**src/rtl/hazard_pkg.sv**
```systemverilog
// Shared types for the multi-cycle hazard unit: forward-mux selects and
// the MDU busy-tracker state encoding.
package hazard_pkg;

  // Source select for the E-stage ALU operand muxes.
  typedef enum logic [1:0] {
    FWD_RF = 2'b00,
    FWD_W  = 2'b01,
    FWD_M  = 2'b10
  } fwd_sel_e;

  // MDU result tracker: IDLE means HI/LO is valid, BUSY means a result is pending.
  typedef enum logic {
    IDLE = 1'b0,
    BUSY = 1'b1
  } mdu_state_e;

endpackage

```
**src/rtl/mdu_busy_tracker.sv**
```systemverilog
// Tracks an in-flight mult/div. A start loads the latency counter; the
// counter runs down every cycle, including frozen ones, because the MDU
// keeps computing while the pipeline is held. A start seen while the
// pipeline is frozen is not an issue yet, so it is ignored until E moves.
module mdu_busy_tracker
  import hazard_pkg::*;
#(
  parameter int MDU_LAT = 4
) (
  input  logic       clk,
  input  logic       reset,
  input  logic       start,
  input  logic       hold,
  output mdu_state_e state
);

  localparam int CNT_BITS = $clog2(MDU_LAT + 1);
  localparam logic [CNT_BITS-1:0] LAT_VAL = CNT_BITS'(MDU_LAT);
  localparam logic [CNT_BITS-1:0] ONE_VAL = CNT_BITS'(1);

  logic [CNT_BITS-1:0] cnt;
  logic                accept;

  assign accept = start & ~hold;

  // Busy FSM and latency counter; the newest accepted start always wins.
  always_ff @(posedge clk) begin
    if (reset) begin
      state <= IDLE;
      cnt   <= '0;
    end else begin
      case (state)
        IDLE: begin
          if (accept) begin
            state <= BUSY;
            cnt   <= LAT_VAL;
          end
        end
        BUSY: begin
          if (accept) begin
            cnt <= LAT_VAL;
          end else if (cnt == ONE_VAL) begin
            state <= IDLE;
            cnt   <= '0;
          end else begin
            cnt <= cnt - ONE_VAL;
          end
        end
        default: begin
          state <= IDLE;
          cnt   <= '0;
        end
      endcase
    end
  end

endmodule

```
**src/rtl/hazard_unit_mc.sv**
```systemverilog
// Hazard unit for the 5-stage MIPS pipeline: same-cycle forwarding,
// load-use / branch / HI-LO interlocks, data-memory wait-state freeze,
// branch flush and a saturating stall-cycle counter.
//
// Handshake note: the pipeline registers treat StallX as "hold this
// register" and FlushX as "load a bubble"; a data-memory access completes
// in the cycle DmemReady is high, and until then the whole pipe holds.
module hazard_unit_mc
  import hazard_pkg::*;
#(
  parameter int REG_W           = 5,
  parameter int MDU_LAT         = 4,
  parameter int CNT_W           = 32,
  parameter int FLUSH_ON_BRANCH = 1
) (
  input  logic             clk,
  input  logic             reset,
  input  logic             BranchD,
  input  logic             PCSrcD,
  input  logic             MfHiLoD,
  input  logic             MduStartE,
  input  logic             MemToRegE,
  input  logic             RegWriteE,
  input  logic             MemToRegM,
  input  logic             RegWriteM,
  input  logic             MemAccessM,
  input  logic             DmemReady,
  input  logic             RegWriteW,
  input  logic [REG_W-1:0] RsD,
  input  logic [REG_W-1:0] RtD,
  input  logic [REG_W-1:0] RsE,
  input  logic [REG_W-1:0] RtE,
  input  logic [REG_W-1:0] WriteRegE,
  input  logic [REG_W-1:0] WriteRegM,
  input  logic [REG_W-1:0] WriteRegW,
  output logic             StallF,
  output logic             StallD,
  output logic             StallE,
  output logic             StallM,
  output logic             FlushD,
  output logic             FlushE,
  output logic             FlushW,
  output logic             ForwardAD,
  output logic             ForwardBD,
  output logic [1:0]       ForwardAE,
  output logic [1:0]       ForwardBE,
  output logic             MduBusy,
  output logic [CNT_W-1:0] StallCount
);

  localparam logic [REG_W-1:0] ZERO_REG = '0;

  mdu_state_e mdu_state;
  logic       memstall;
  logic       lwstall;
  logic       branchstall;
  logic       mdustall;
  logic       interlock;
  fwd_sel_e   fwd_a;
  fwd_sel_e   fwd_b;

  mdu_busy_tracker #(
    .MDU_LAT(MDU_LAT)
  ) u_mdu (
    .clk  (clk),
    .reset(reset),
    .start(MduStartE),
    .hold (memstall),
    .state(mdu_state)
  );

  assign MduBusy = (mdu_state == BUSY);

  // E-stage operand forwarding; M is the younger result so it wins over W.
  always_comb begin
    fwd_a = FWD_RF;
    fwd_b = FWD_RF;
    if (RegWriteM && RsE != ZERO_REG && RsE == WriteRegM)      fwd_a = FWD_M;
    else if (RegWriteW && RsE != ZERO_REG && RsE == WriteRegW) fwd_a = FWD_W;
    if (RegWriteM && RtE != ZERO_REG && RtE == WriteRegM)      fwd_b = FWD_M;
    else if (RegWriteW && RtE != ZERO_REG && RtE == WriteRegW) fwd_b = FWD_W;
  end

  assign ForwardAE = fwd_a;
  assign ForwardBE = fwd_b;
  assign ForwardAD = RegWriteM & (RsD != ZERO_REG) & (RsD == WriteRegM);
  assign ForwardBD = RegWriteM & (RtD != ZERO_REG) & (RtD == WriteRegM);

  // Stall sources.
  always_comb begin
    memstall    = MemAccessM & ~DmemReady;
    lwstall     = MemToRegE & (RtE != ZERO_REG) & ((RtE == RsD) | (RtE == RtD));
    branchstall = BranchD &
                  ((RegWriteE & (WriteRegE != ZERO_REG) &
                    ((WriteRegE == RsD) | (WriteRegE == RtD))) |
                   (MemToRegM & (WriteRegM != ZERO_REG) &
                    ((WriteRegM == RsD) | (WriteRegM == RtD))));
    mdustall    = MfHiLoD & MduBusy;
    interlock   = lwstall | branchstall | mdustall;
  end

  // Stall/flush resolution; a memory wait freezes everything and masks interlocks.
  always_comb begin
    StallF = memstall | interlock;
    StallD = memstall | interlock;
    StallE = memstall;
    StallM = memstall;
    FlushW = memstall;
    FlushE = ~memstall & interlock;
    FlushD = (FLUSH_ON_BRANCH != 0) & PCSrcD & ~StallD;
  end

  // Saturating count of fetch-stall cycles.
  always_ff @(posedge clk) begin
    if (reset) begin
      StallCount <= '0;
    end else if (StallF && StallCount != {CNT_W{1'b1}}) begin
      StallCount <= StallCount + CNT_W'(1);
    end
  end

endmodule
```
**config.mk**
```make
export PLATFORM = sky130hd
export DESIGN_NAME = hazard_unit_mc
export DESIGN_NICKNAME = d
export VERILOG_FILES = /design/src/rtl/hazard_pkg.sv /design/src/rtl/mdu_busy_tracker.sv /design/src/rtl/hazard_unit_mc.sv
export SDC_FILE = /design/constraint.sdc
export NUM_CORES = 1
export LEC_CHECK = 0
export BUFFER_PORTS_ARGS = -buffer_cell sky130_fd_sc_hd__buf_2
export CAP_MARGIN = 5
export CORE_MARGIN = 8
export CORE_UTILIZATION = 42
export DETAILED_ROUTE_END_ITERATION = 16
export GPL_TIMING_DRIVEN = 0
export PLACE_DENSITY = 0.74
export SETUP_SLACK_MARGIN = 0.1
export SLEW_MARGIN = 0
export SYNTH_ARGS = -nofsm -noshare
export SYNTH_HDL_FRONTEND = slang
export SYNTH_HIERARCHICAL = 1
export SYNTH_SLANG_ARGS = --single-unit
```
**constraint.sdc**
```tcl
create_clock -name clk -period 5.7 [get_ports clk]
set_input_delay 0.855 -clock clk [delete_from_list [all_inputs] [get_ports clk]]
set_output_delay 0.855 -clock clk [all_outputs]
set_load 0.01 [all_outputs]
```
==> results.sh, run 1 <==
export IMPL_yosysSeqAreaShare_pct=24.7
export IMPL_clock_tree_root_cell="clkbuf_8"
export IMPL_wl_mm=8.73
export IMPL_num_vias=3026
export IMPL_cts_max_path_buffers=2
export IMPL_clkPwrFrac_pct=32.2
export IMPL_cts_inserted_buffers=5
export IMPL_postCtsResizedCells=0
export IMPL_power_frac_comb_pct=24.2
export IMPL_tightest_slew_ns=0.573
export IMPL_port_buffers=83
export IMPL_hold_ws_ns=0.498
export IMPL_die_h_um=99.4
export IMPL_slew_violations=0
export IMPL_final_cell_mix="buf_2, xnor2_1, dfxtp_1"
export IMPL_synthDistinctLibCells=57
export IMPL_viasPerCell=5.84
export IMPL_max_stage_delay_ns=0.52
export IMPL_design_core_area_um2=6760
export IMPL_track_usage_pct=17.9
export IMPL_hold_class="reg2reg"
export IMPL_synthesis_area_um2=2920
export IMPL_critPathCaptureType="output pin"
export IMPL_diodes=0
export IMPL_drc=0
export IMPL_yosysWarnings=6
export IMPL_crit_path_max_fanout=10
export IMPL_dr_pass1_iters=9
export IMPL_synthFlopType="dfxtp_1"
export IMPL_die_w_um=99.4
export IMPL_grt_pass1_wl_mm=14.9
export IMPL_irDropWorstVdd_uv=86.1
export IMPL_ant_nets=0
export IMPL_p_leak_nw=1.35
export IMPL_final_area_um2=3530
export IMPL_gp_congestion=0.874
export IMPL_cp_start_kind="primary input"
export IMPL_initial_core_util_pct=43.2
export IMPL_grt_max_degree=11
export IMPL_layout_drive_gt1_share_pct=31.5
export IMPL_placed_cell_area_um2=3440
export IMPL_hpwl_mm=6.73
export IMPL_cap_viol_max_count=0
export IMPL_path_class="in2out"
export IMPL_worst_path_buf_inv=5
export IMPL_nets=488
export IMPL_ys_ff_latch=36
export IMPL_cpMaxStageDelayCell="or4_1"
export IMPL_p_per_area_nw_per_um2=169
export IMPL_p_sw_w=0.000176
export IMPL_finalClockSkew_ns=0.00814
export IMPL_cts_sinks=36
export IMPL_num_fill_cells=662
export IMPL_fmax_mhz=278
export IMPL_setup_violations=0
export IMPL_cts_hold_buf=0
export IMPL_outcome="finished, final reports clean"
export IMPL_setup_tns_ns=0
export IMPL_pin_count=94
export IMPL_fin_cells=518
export IMPL_synthCells=347
export IMPL_final_common_cell="buf_2"
export IMPL_finalHoldViolations=0
export IMPL_insertion_delay_ns=0.29
export IMPL_htree_levels=2
export IMPL_synth_edf_count=0
export IMPL_slew_headroom_pct=61.8
export IMPL_arrival_ns=2.75
export IMPL_synth_nets=398
export IMPL_wl_per_cell_um=16.9
export IMPL_cp_top_family="simple AND/OR/NAND/NOR gates"
export IMPL_place_inst=510
export IMPL_crit_chain="buf_2 -> or4_1 -> o2111ai_1 -> and4_4 -> buf_6 -> buf_12 -> buf_8 -> and2_1 -> buf_2"
export IMPL_min_period_ns=3.60
export IMPL_cts_tree="yes"
export IMPL_rsz0062_at_grt="no"
export IMPL_drt_iter0_drc=167
export IMPL_grt_overflow=0
export IMPL_dieArea_um2=9880
export IMPL_postCtsSetupBuffers=0
export IMPL_p_int_w=0.000421
export IMPL_p_sw_share_pct=29.5
export IMPL_area_growth_pct=20.7
export IMPL_cp_common_cell="buf_2"
export IMPL_postSynthAreaPerCell_um2=8.42
export IMPL_finalCritPeriodShare_pct=63.2
export IMPL_grt_pass1_vias=3140
export IMPL_rows=30
export IMPL_cp_required_ns=4.85
export IMPL_async_reset_ff_share_pct=0
export IMPL_antenna_found_initial=0
export IMPL_pwr_share_seq_pct=43.6
export IMPL_clk_pin_slew_ns=0.07
==> synth_stat cells, drive strengths merged (2+ instances only) <==
library cell,instances,area (µm²)
xor2,12,105
or3,8,50.1
nor2b,9,56.3
nand2b,5,31.3
o41ai,3,26.3
a21oi,24,120
xnor2,38,333
o21ai,5,25.0
ha,3,37.5
dfxtp,36,721
nand3,19,100
o31ai,16,120
and3,6,37.5
buf,21,184
o211ai,2,20.0
nor2,24,92.6
or4b,3,30.0
nand2,20,77.6
and4,5,46.3
nand4,11,75.1
or4,23,176
nor4,8,90.1
and2,2,12.5
nor3,10,70.1
inv,5,18.8
clkbuf,9,35.0
mux2,7,105
==> cells by family after synthesis <==
family | Yosys count | share of synthesized area, %
AND/OR/NAND/NOR | 155 | 33.2
AO/OA/AOI/OAI | 60 | 13.7
XOR/XNOR | 50 | 15.0
buffers and inverters | 35 | 8.14
multiplexers | 8 | 3.94
flip-flops | 36 | 24.7
adder cells (fa/ha/maj) | 3 | 1.29
==> registers in the layout, indices dropped and copies added, names as in the netlist <==
| register | flops |
|---|---|
| u_mdu/state | 1 |
| StallCount | 32 |
| u_mdu/cnt | 3 |
==> area by class of cell <==
class	count	area [µm²]	share of cell area [%]
clock buffers	8	90.1	2.56
inverters	5	18.8	0.532
flip-flops and latches	36	721	20.4
multi-input cells	276	1960	55.6
repair buffers	83	415	11.8
well taps	80	100	2.84
plain buffers	30	219	6.21
==> power groups by stage <==
stage	Clock, W	Sequential (W)	Combinational (W)
6_report	0.000192	0.000260	0.000145
5_1_grt	0.000204	0.000261	0.000158
4_1_cts	0.000193	0.000260	0.000145
3_5_place_dp	0	0.000266	0.000145
3_3_place_gp	0	0.000266	0.000141
2_1_floorplan	0	0.000266	0.0000949
==> worst paths after layout <==
| check | startpoint | endpoint | slack, ns | cells past startpoint |
|---|---|---|---|---|
| setup / recovery | WriteRegE[1] | FlushD | 2.10 | 9 |
| hold / removal | StallCount[4] | StallCount[4] | 0.50 | 2 |
| setup reg to reg | StallCount[14] | StallCount[18] | 3.25 | 9 |
| hold reg to reg | StallCount[4] | StallCount[4] | 0.50 | 2 |
==> per-layer routing <==
layer  vias to the layer above  part of all wire, %  GRT usage (%)
met5                         -                    0              0
met4                         0                  1.6           5.94
met3                        14                  7.6           4.19
met2                       136                   47           30.1
met1                      1422                   44           21.9
li1                       1454                    -              -
==> stage by stage <==
stage	util, %	setup WS (ns)	power, W
2_1_floorplan	-	2.38	0.000361
3_3_place_gp	50.9	2.10	0.000407
3_5_place_dp	50.9	2.10	0.000411
4_1_cts	52.2	2.09	0.000599
5_1_grt	52.2	2.01	0.000623
6_report	52.2	2.10	0.000597
==> worst min-delay path, delay by kind of cell, from the launching register on <==
family,cells,cell delay (ns)
DFF,1,0.33
AOI/OAI and AO/OA,2,0.13
Note: power is estimated with default switching activity, not from simulation.
==> run 2: changes to the inputs <==
--- a/config.mk
+++ b/config.mk
@@ -5,13 +5,14 @@
 export SDC_FILE = /design/constraint.sdc
 export NUM_CORES = 1
 export LEC_CHECK = 0
+export ABC_AREA = 1
 export BUFFER_PORTS_ARGS = -buffer_cell sky130_fd_sc_hd__buf_2
 export CAP_MARGIN = 5
 export CORE_MARGIN = 8
 export CORE_UTILIZATION = 42
 export DETAILED_ROUTE_END_ITERATION = 16
 export GPL_TIMING_DRIVEN = 0
-export PLACE_DENSITY = 0.74
+export PLACE_DENSITY = 0.72
 export SETUP_SLACK_MARGIN = 0.1
 export SLEW_MARGIN = 0
 export SYNTH_ARGS = -nofsm -noshare
==> constraint.sdc (replaced) <==
create_clock -name clk -period 3.7 [get_ports clk]
set_input_delay 0.555 -clock clk [delete_from_list [all_inputs] [get_ports clk]]
set_output_delay 0.555 -clock clk [all_outputs]
set_load 0.01 [all_outputs]
==> results.sh, run 2 <==
export IMPL_outcome="finished, final reports clean"
export IMPL_drt_iter0_drc=213
export IMPL_total_power_w=0.00122
export IMPL_critPathCaptureType="output pin"
export IMPL_clock_tree_root_cell="clkbuf_8"
export IMPL_synth_nets=625
export IMPL_num_vias=3797
export IMPL_irDropWorstVdd_uv=155
export IMPL_grt_overflow=0
export IMPL_postCtsSetupBuffers=0
export IMPL_finalCritPeriodShare_pct=72.8
export IMPL_synthesis_area_um2=3380
export IMPL_cts_max_path_buffers=2
export IMPL_path_class="in2out"
export IMPL_r2r_start="StallCount[0]"
export IMPL_track_usage_pct=18.1
export IMPL_initial_core_util_pct=43.5
export IMPL_yosysMostFrequentCell="nand2_1"
export IMPL_dieArea_um2=11200
export IMPL_arrival_ns=2.14
export IMPL_cp_common_cell="buf_2"
export IMPL_area_growth_pct=19.5
export IMPL_p_sw_w=0.000468
export IMPL_postCtsResizedCells=0
export IMPL_layout_drive_gt1_share_pct=20.1
export IMPL_port_buffers=88
export IMPL_max_stage_delay_ns=0.27
export IMPL_hpwl_mm=8.27
export IMPL_synthCells=574
export IMPL_final_cell_mix="nand2_1, buf_2, nor2_1"
export IMPL_grt_pass1_vias=3730
export IMPL_rr_endpoint="StallCount[19]"
export IMPL_min_period_ns=2.69
export IMPL_clkPwrFrac_pct=24.8
export IMPL_die_w_um=106
export IMPL_power_frac_comb_pct=35.0
export IMPL_ant_nets=0
export IMPL_pwr_share_seq_pct=40.2
export IMPL_cts_inserted_buffers=5
export IMPL_cts_sinks=36
export IMPL_yosysWarnings=6
export IMPL_cp_required_ns=3.14
export IMPL_setup_violations=0
export IMPL_tightest_slew_ns=0.482
export IMPL_p_per_area_nw_per_um2=303
export IMPL_design_core_area_um2=7770
export IMPL_crit_chain="buf_2 -> inv_1 -> nand4_1 -> nand2_1 -> inv_1 -> a21oi_2 -> nand3_2 -> buf_2 -> buf_4 -> buf_2"
export IMPL_clk_pin_slew_ns=0.07
export IMPL_grt_max_degree=12
export IMPL_cap_viol_max_count=0
export IMPL_pin_count=94
export IMPL_largest_reg_flops=32
export IMPL_r2r_cells=11
export IMPL_p_int_w=0.000755
export IMPL_finalClockSkew_ns=0.00679
export IMPL_ys_ff_latch=36
export IMPL_regMostFlops="StallCount"
export IMPL_nets=720
export IMPL_wl_per_cell_um=13.1
export IMPL_rows=32
export IMPL_synthDistinctLibCells=41
export IMPL_fmax_mhz=371
export IMPL_cts_tree="yes"
export IMPL_die_h_um=106
export IMPL_p_sw_share_pct=38.3
export IMPL_cpMaxStageDelayCell="buf_2"
export IMPL_setup_tns_ns=0
export IMPL_cts_hold_buf=0
export IMPL_crit_end="StallF"
export IMPL_drc=0
export IMPL_cp_start_kind="primary input"
export IMPL_async_reset_ff_share_pct=0
export IMPL_grt_pass1_wl_mm=17.2
export IMPL_synthTopCellsByArea="dfxtp_1, nand2_1, nor2_1"
export IMPL_r2r_slack_ns=1.58
export IMPL_yosysTopAreaCell="dfxtp_1"
export IMPL_yosysSeqAreaShare_pct=21.3
export IMPL_postSynthAreaPerCell_um2=5.89
export IMPL_slew_headroom_pct=67.9
export IMPL_synth_edf_count=0
export IMPL_antenna_found_initial=0
export IMPL_dr_pass1_iters=4
export IMPL_synthFlopType="dfxtp_1"
export IMPL_p_leak_nw=2.18
export IMPL_viasPerCell=4.92
export IMPL_finalHoldViolations=0
export IMPL_synth_top_area_share_pct=21.3
export IMPL_hold_class="in2reg"
export IMPL_wl_mm=10.1
export IMPL_final_common_cell="nand2_1"
export IMPL_diodes=0
export IMPL_gp_congestion=0.929
export IMPL_cp_startpoint="RtE[4]"
export IMPL_insertion_delay_ns=0.30
export IMPL_htree_levels=2
export IMPL_slew_violations=0
export IMPL_synthTopCellsByCount="nand2_1, nor2_1, inv_1"
export IMPL_crit_path_max_fanout=11
export IMPL_rsz0062_at_grt="no"
export IMPL_top_regs="StallCount: 32 flops, u_mdu/cnt: 3 flops, u_mdu/state: 1 flops"
[run 2: changes by cell type after synthesis, sizes merged, moves of 11 or more]
cell,previous run,this run
nor2,24,94
o31ai,16,0
xnor2,38,13
or4,23,0
xor2,12,36
inv,5,85
nor3,10,21
nand2,20,177
nand3,19,32
[run 2: critical path, delay by kind of cell]
kind | cells | cell delay (ns)
buf+inv | 6 | 0.88
compound gates | 1 | 0.16
simple gates | 3 | 0.54
[run 2: through the flow]
stage | instances | cell area [µm²] | hold slack (ns) | worst slack [ns] | util (%)
2_1_floorplan | 574 | 3380 | 0.485 | 1.25 | -
3_3_place_gp | 764 | 3950 | 0.497 | 1.01 | 50.8
3_5_place_dp | 764 | 3950 | 0.501 | 1.00 | 50.8
4_1_cts | 772 | 4040 | 0.456 | 0.998 | 52.0
5_1_grt | 772 | 4040 | 0.460 | 0.797 | 52.0
6_report | 772 | 4040 | 0.457 | 1.01 | 52.0
[run 2: final cells by class]
| cell class | instances | area, µm² |
|---|---|---|
| repair buffers | 88 | 440 |
| plain buffers | 20 | 135 |
| flip-flops and latches | 36 | 721 |
| multi-input cells | 433 | 2210 |
| fillers | 837 | 3730 |
| inverters | 85 | 319 |
| clock buffers | 6 | 82.6 |
| clock inverters | 2 | 10.0 |
| well taps | 102 | 128 |
[run 2: worst min path at each step]
stage                     slack, ns          from            to  depth (start not counted)
after floorplan                0.48  u_mdu/cnt[0]  u_mdu/cnt[0]                          2
after global placement         0.50  u_mdu/cnt[0]  u_mdu/cnt[0]                          2
after detailed placement       0.50  u_mdu/cnt[0]  u_mdu/cnt[0]                          2
after CTS                      0.46         reset  u_mdu/cnt[2]                          2
after global routing           0.46         reset  u_mdu/cnt[2]                          2
final                          0.46         reset  u_mdu/cnt[2]                          2
[run 2: cell families after synthesis]
group                    after synthesis  share of synthesized area, %
adder cells (fa/ha/maj)                3                          1.11
XOR/XNOR                              49                          12.7
flip-flops                            36                          21.3
buffers and inverters                105                          13.4
AO/OA/AOI/OAI                         32                          5.96
AND/OR/NAND/NOR                      349                          45.5
[run 2: layer usage]
metal  routed length [µm]  global-route usage [%]
met1                 4410                    21.6
met2                 4780                    31.3
met3                  710                    4.45
met4                  169                    4.92
met5                    0                       0
[run 2: power groups by stage]
stage,registers [W],clock network (W),logic (W)
global placement,0.000498,0,0.000418
global route,0.000500,0.000318,0.000489
finish,0.000492,0.000303,0.000427
floorplan,0.000507,0,0.000267
CTS,0.000492,0.000309,0.000430
detailed placement,0.000501,0,0.000427
